$ cat config.mk
export PLATFORM = sky130hd
export DESIGN_NAME = matrix_loader
export DESIGN_NICKNAME = d
export VERILOG_FILES = /design/src/rtl/matrix_loader.sv
export SDC_FILE = /design/constraint.sdc
export NUM_CORES = 1
export LEC_CHECK = 0
export BUFFER_PORTS_ARGS = -buffer_cell sky130_fd_sc_hd__buf_4
export CAP_MARGIN = 20
export CORE_MARGIN = 2
export CORE_UTILIZATION = 59
export DETAILED_ROUTE_END_ITERATION = 10
export PLACE_DENSITY = 0.85
export SLEW_MARGIN = 20
export SYNTH_ARGS = -nofsm -noshare
export SYNTH_HDL_FRONTEND = slang
export SYNTH_SLANG_ARGS = --single-unit
$ cat constraint.sdc
create_clock -name clk -period 3.75 [get_ports clk]
set_input_delay 0.5625 -clock clk [delete_from_list [all_inputs] [get_ports clk]]
set_output_delay 0.5625 -clock clk [all_outputs]
set_load 0.02 [all_outputs]
$ cat src/rtl/matrix_loader.sv
// Byte-stream loader for the 8x8 matrix multiplier: writes A then B column-major,
// starts the multiplier, waits for done, and keeps a signed checksum of the stream.
module matrix_loader #(
  parameter int DATA_W = 8,
  parameter int DIM    = 8,
  parameter int ADDR_W = 6
) (
  input  logic                     clk,
  input  logic                     reset_n,
  input  logic                     load_req,
  input  logic [DATA_W-1:0]        in_data,
  input  logic                     in_valid,
  output logic                     in_ready,
  output logic [ADDR_W-1:0]        mem_addr,
  output logic [DATA_W-1:0]        mem_data,
  output logic                     mwrA,
  output logic                     mwrB,
  output logic                     mult_start,
  input  logic                     mult_done,
  output logic                     busy,
  output logic                     finished,
  output logic signed [15:0]       checksum
);

  localparam int CNT_W = $clog2(DIM);
  localparam int SUM_W = 16;
  localparam logic [CNT_W-1:0] LAST_IDX = CNT_W'(DIM - 1);

  typedef enum logic [2:0] {
    IDLE,
    LOAD_A,
    LOAD_B,
    START,
    WAIT_DONE
  } state_t;

  state_t                   state_reg, state_next;
  logic [CNT_W-1:0]         row_reg, row_next;
  logic [CNT_W-1:0]         col_reg, col_next;
  logic signed [SUM_W-1:0]  checksum_reg, checksum_next;
  logic [ADDR_W-1:0]        mem_addr_reg, mem_addr_next;
  logic [DATA_W-1:0]        mem_data_reg, mem_data_next;
  logic                     mwr_a_reg, mwr_a_next;
  logic                     mwr_b_reg, mwr_b_next;
  logic                     mult_start_reg, mult_start_next;
  logic                     in_ready_reg, in_ready_next;
  logic                     accept;
  logic                     last_beat;

  // in_ready_reg is only ever set in the load states, so it alone qualifies a beat
  assign accept    = in_valid & in_ready_reg;
  assign last_beat = (row_reg == LAST_IDX) && (col_reg == LAST_IDX);

  always_ff @(posedge clk or negedge reset_n) begin
    if (!reset_n) begin
      state_reg      <= IDLE;
      row_reg        <= '0;
      col_reg        <= '0;
      checksum_reg   <= '0;
      mem_addr_reg   <= '0;
      mem_data_reg   <= '0;
      mwr_a_reg      <= 1'b0;
      mwr_b_reg      <= 1'b0;
      mult_start_reg <= 1'b0;
      in_ready_reg   <= 1'b0;
    end else begin
      state_reg      <= state_next;
      row_reg        <= row_next;
      col_reg        <= col_next;
      checksum_reg   <= checksum_next;
      mem_addr_reg   <= mem_addr_next;
      mem_data_reg   <= mem_data_next;
      mwr_a_reg      <= mwr_a_next;
      mwr_b_reg      <= mwr_b_next;
      mult_start_reg <= mult_start_next;
      in_ready_reg   <= in_ready_next;
    end
  end

  always_comb begin
    state_next      = state_reg;
    row_next        = row_reg;
    col_next        = col_reg;
    checksum_next   = checksum_reg;
    mem_addr_next   = mem_addr_reg;
    mem_data_next   = mem_data_reg;
    mwr_a_next      = 1'b0;
    mwr_b_next      = 1'b0;
    mult_start_next = 1'b0;

    case (state_reg)
      IDLE: begin
        if (load_req) begin
          state_next    = LOAD_A;
          row_next      = '0;
          col_next      = '0;
          checksum_next = '0;
        end
      end
      LOAD_A, LOAD_B: begin
        if (accept) begin
          // stream arrives row-major, the multiplier reads column-major
          mem_addr_next = ADDR_W'(col_reg) * ADDR_W'(DIM) + ADDR_W'(row_reg);
          mem_data_next = in_data;
          mwr_a_next    = (state_reg == LOAD_A);
          mwr_b_next    = (state_reg == LOAD_B);
          checksum_next = checksum_reg
                          + {{(SUM_W - DATA_W){in_data[DATA_W-1]}}, in_data};
          if (col_reg == LAST_IDX) begin
            col_next = '0;
            row_next = (row_reg == LAST_IDX) ? '0 : row_reg + 1'b1;
          end else begin
            col_next = col_reg + 1'b1;
          end
          if (last_beat) begin
            state_next = (state_reg == LOAD_A) ? LOAD_B : START;
          end
        end
      end
      START: begin
        // registered one edge later so the final B write lands before start
        mult_start_next = 1'b1;
        state_next      = WAIT_DONE;
      end
      WAIT_DONE: begin
        if (mult_done) begin
          state_next = IDLE;
        end
      end
      default: state_next = IDLE;
    endcase

    in_ready_next = (state_next == LOAD_A) || (state_next == LOAD_B);
  end

  assign in_ready   = in_ready_reg;
  assign mem_addr   = mem_addr_reg;
  assign mem_data   = mem_data_reg;
  assign mwrA       = mwr_a_reg;
  assign mwrB       = mwr_b_reg;
  assign mult_start = mult_start_reg;
  assign checksum   = checksum_reg;
  assign busy       = (state_reg != IDLE);
  assign finished   = (state_reg == WAIT_DONE) && mult_done;

endmodule

==> impl_results.md <==
- P_int: 1240 uW
- Final WL: 5200 microns
- Synthesized net count: slightly below 300
- Die Wd: between 60 and 70 microns
- Hold Vio Cnt, Final: 0
- Area delta synth->final: 19.3%
- Worst-margin pin slew: about 1000 ps
- CP arrival: between 2000 and 3000 ps
- Critical Path Start Type: flop
- Tmin final: about 2400 ps
- Status: finished clean
- Gpl congestion: 0.948
- Share of cells above drive strength 1: 21.1%
- Inserted Diodes: 0
- Synthesized flop and latch total: 43
- Fin nets: approximately 340
- Worst Slack Setup Final: between 1000 and 1500 ps
- CTS tree: done
- Setup_tns: 0 ps
- H-tree depth: 2
- Largest net degree at the start of global routing: 44
- VDD IR max: 0.358 mV
- Number of distinct library cells after synthesis: 45
- Core area: approximately 4000 sq um
- Initial antenna violation count: 0
- Most common cell after layout, fill and taps aside: nand2_1
- GR peak layer: met2
- Cells after synthesis: ~260
- Top post-synthesis cells by area: dfrtp_1 (44%), nand2_1 (10%), ha_1 (9.7%)
- Most frequent cells in the layout: nand2_1 (66), buf_4 (50), dfrtp_1 (43), ha_1 (19), o21ai_0 (16)
- Max Fclk: approximately 420 MHz
- Vias in the first global route: about 2000
- Final setup fails: 0
- Antenna Violating Nets Remaining: 0
- Clock tree root driver cell: clkbuf_8
- Place WS: ~1100 ps
- Clock power frac: about 13%
- Die ar.: ~4700 sq um
- Grt met2 use: 44.5%
- Vias per inst: around 5.7
- Worst Path Required: between 3000 and 4000 ps
- Hold WC Path Type: input pin to async pin
- Leakage: ~0.0015 uW
- Post-synth EDFFs: 0
- Routing usage on met1: just under 30%
- Routed wire per std cell: approximately 15 microns
- Cell Area, Synth: roughly 2400 sq um
- PortBufs: 48
- GR met3 Demand/Resource: approximately 5.6%
- Critical Path Fanout Max: 5
- Total track usage: between 20% and 30%
- Resized Gates After CTS: 0
- Switch share: between 40% and 50%
- Synth Area in Compound Gates: 21.4%
- Worst relative slew slack: 33.9%
- Main synth FF type: dfrtp_1
- Crit path kind: flop to flop
- Simple-gate portion of the synthesized area: 17.5%
- Clock Pin Slew Worst Setup and Hold Paths: ~80 ps
- Post-synthesis xor/xnor area fraction: under 10%
- Post-CTS Setup Bufs: 0
- Main combinational cell family by area after synthesis: compound AO/OA/AOI/OAI gates
- Async set or reset register ratio after synthesis: between 90% and 100%
- Dpl hpwl: between 3000 and 4000 microns
- Endpoint type of the worst setup path: flop
- Die height: approximately 68 microns
- Starting Density: 61.1%
- Insertion delay to the later sink of the worst-skew pair: roughly 300 ps
- Dominant cell type by area after synthesis: dfrtp_1
- Via Count: roughly 2000
- Hold Buf Count CTS: 0
- Max reg flops: 16
- Clock sink count: 43
- Avg Inst Size Synth: around 9.5 sq um
- Multi-input gate area: 1320 sq um
- Synth Area in Adders: approximately a tenth
- Final Slew Violations: 0
- Sequential area share after synthesis: around 44%
- Mux contribution to synthesized area: less than 1%
- DR pass1 iterations: 4
- Net switching power: about 900 uW
- Register area: roughly 1100 sq um
- Post-synth top area share: approximately 44%
- CTS Buf Count: 5
- Ports: 49
- Setup Skew: between 7 and 8 ps
- RSZ-0062 raised after global routing: no
- Comb pwr share: between 50 and 60%
- First-pass GRT wire length: roughly 8600 microns
- Sequential power share: between 30% and 40%
- MaxCap Viol Count: 0
- Initial DRC count: roughly 130
- Filler cells: 310
- Clock Path Buffers: 2
- Row count: 23
- PD cells: approximately 730 nW/um^2
- GR Overflow Total: 0
- DRC errors left: 0
- Final period utilization: between 60% and 70%
- Yosys warning count: 0
-- kinds of logic (layout without fill, tap and decap cells) --
| logic type | Yosys count | count (layout) |
|---|---|---|
| AO/OA/AOI/OAI | 71 | 71 |
| AND/OR/NAND/NOR | 98 | 98 |
| XOR/XNOR | 11 | 11 |
| buffers and inverters | 13 | 59 |
| multiplexers | 1 | 1 |
| flip-flops | 43 | 43 |
| adder cells (fa/ha/maj) | 20 | 20 |
-- final timing paths --
check / cells past startpoint / endpoint / slack, ps / startpoint
worst max-delay path: 8 / checksum[14] / 1390 / checksum[0]
max in group asynchronous: 1 / mult_start / 3130 / reset_n
worst max register to register: 8 / checksum[14] / 1390 / checksum[0]
worst min-delay path: 1 / mem_data[4] / 240 / reset_n
min in group clk: 2 / state_reg[2] / 440 / mult_done
worst min register to register: 2 / mem_data[4] / 480 / mem_data[4]
-- metal layers --
metal,part of all wire [%],vias to the layer above,wire (microns)
li1,-,1004,-
met1,44,966,2260
met2,51,38,2650
met3,4.0,8,210
met4,1.4,0,75
met5,0,-,0
-- critical path: stages, from the launching register on --
cell and delay, ps:
dfrtp_1 420, ha_1 270, fa_1 420, a21oi_1 170
nand4b_1 160, a21boi_1 110, a21oi_1 390, a2111o_1 210
o211ai_1 80
-- per-stage QoR --
stage                     cell area [sq um]  power, uW  std cells  hold WS, ps  utilization (%)
final                                  2910       2140        353          239             72.8
after global routing                   2910       2310        353          296             72.8
after global placement                 2840       1830        347          459             71.0
after detailed placement               2840       1870        347          464             71.0
after CTS                              2910       2160        353          267             72.8
after floorplan                        2440       1510        257          267                -
-- power groups by stage --
stage	sequential, uW	combinational, uW	clock, uW
after floorplan	848	662	0
after global placement	723	1110	0
after detailed placement	732	1140	0
after CTS	725	1150	284
after global routing	744	1270	298
final	725	1140	274
-- synthesized netlist by cell type (2+ instances only) --
| cell type | count |
|---|---|
| o21bai_1 | 2 |
| a32o_1 | 4 |
| a22o_1 | 5 |
| nand2_1 | 66 |
| dfrtp_1 | 43 |
| xnor2_1 | 4 |
| a211oi_4 | 2 |
| a2111o_1 | 3 |
| or3_1 | 3 |
| and3_1 | 2 |
| o211ai_1 | 4 |
| o21ai_0 | 16 |
| clkbuf_1 | 7 |
| inv_1 | 3 |
| a211oi_1 | 4 |
| nand2b_1 | 3 |
| nor2_1 | 12 |
| a21oi_1 | 13 |
| xor2_1 | 7 |
| nor3_1 | 3 |
| ha_1 | 19 |
| a21o_1 | 6 |
| buf_2 | 2 |
| nand3_1 | 3 |
-- final cells by class --
| type | count | share of cell area (%) |
|---|---|---|
| tap | 50 | 2.15 |
| sequential | 43 | 36.9 |
| timing repair buffer | 50 | 12.9 |
| multi-input combinational | 201 | 45.1 |
| inverter | 3 | 0.387 |
| clock buffer | 6 | 2.49 |
Power figures use the tool's default switching activity.
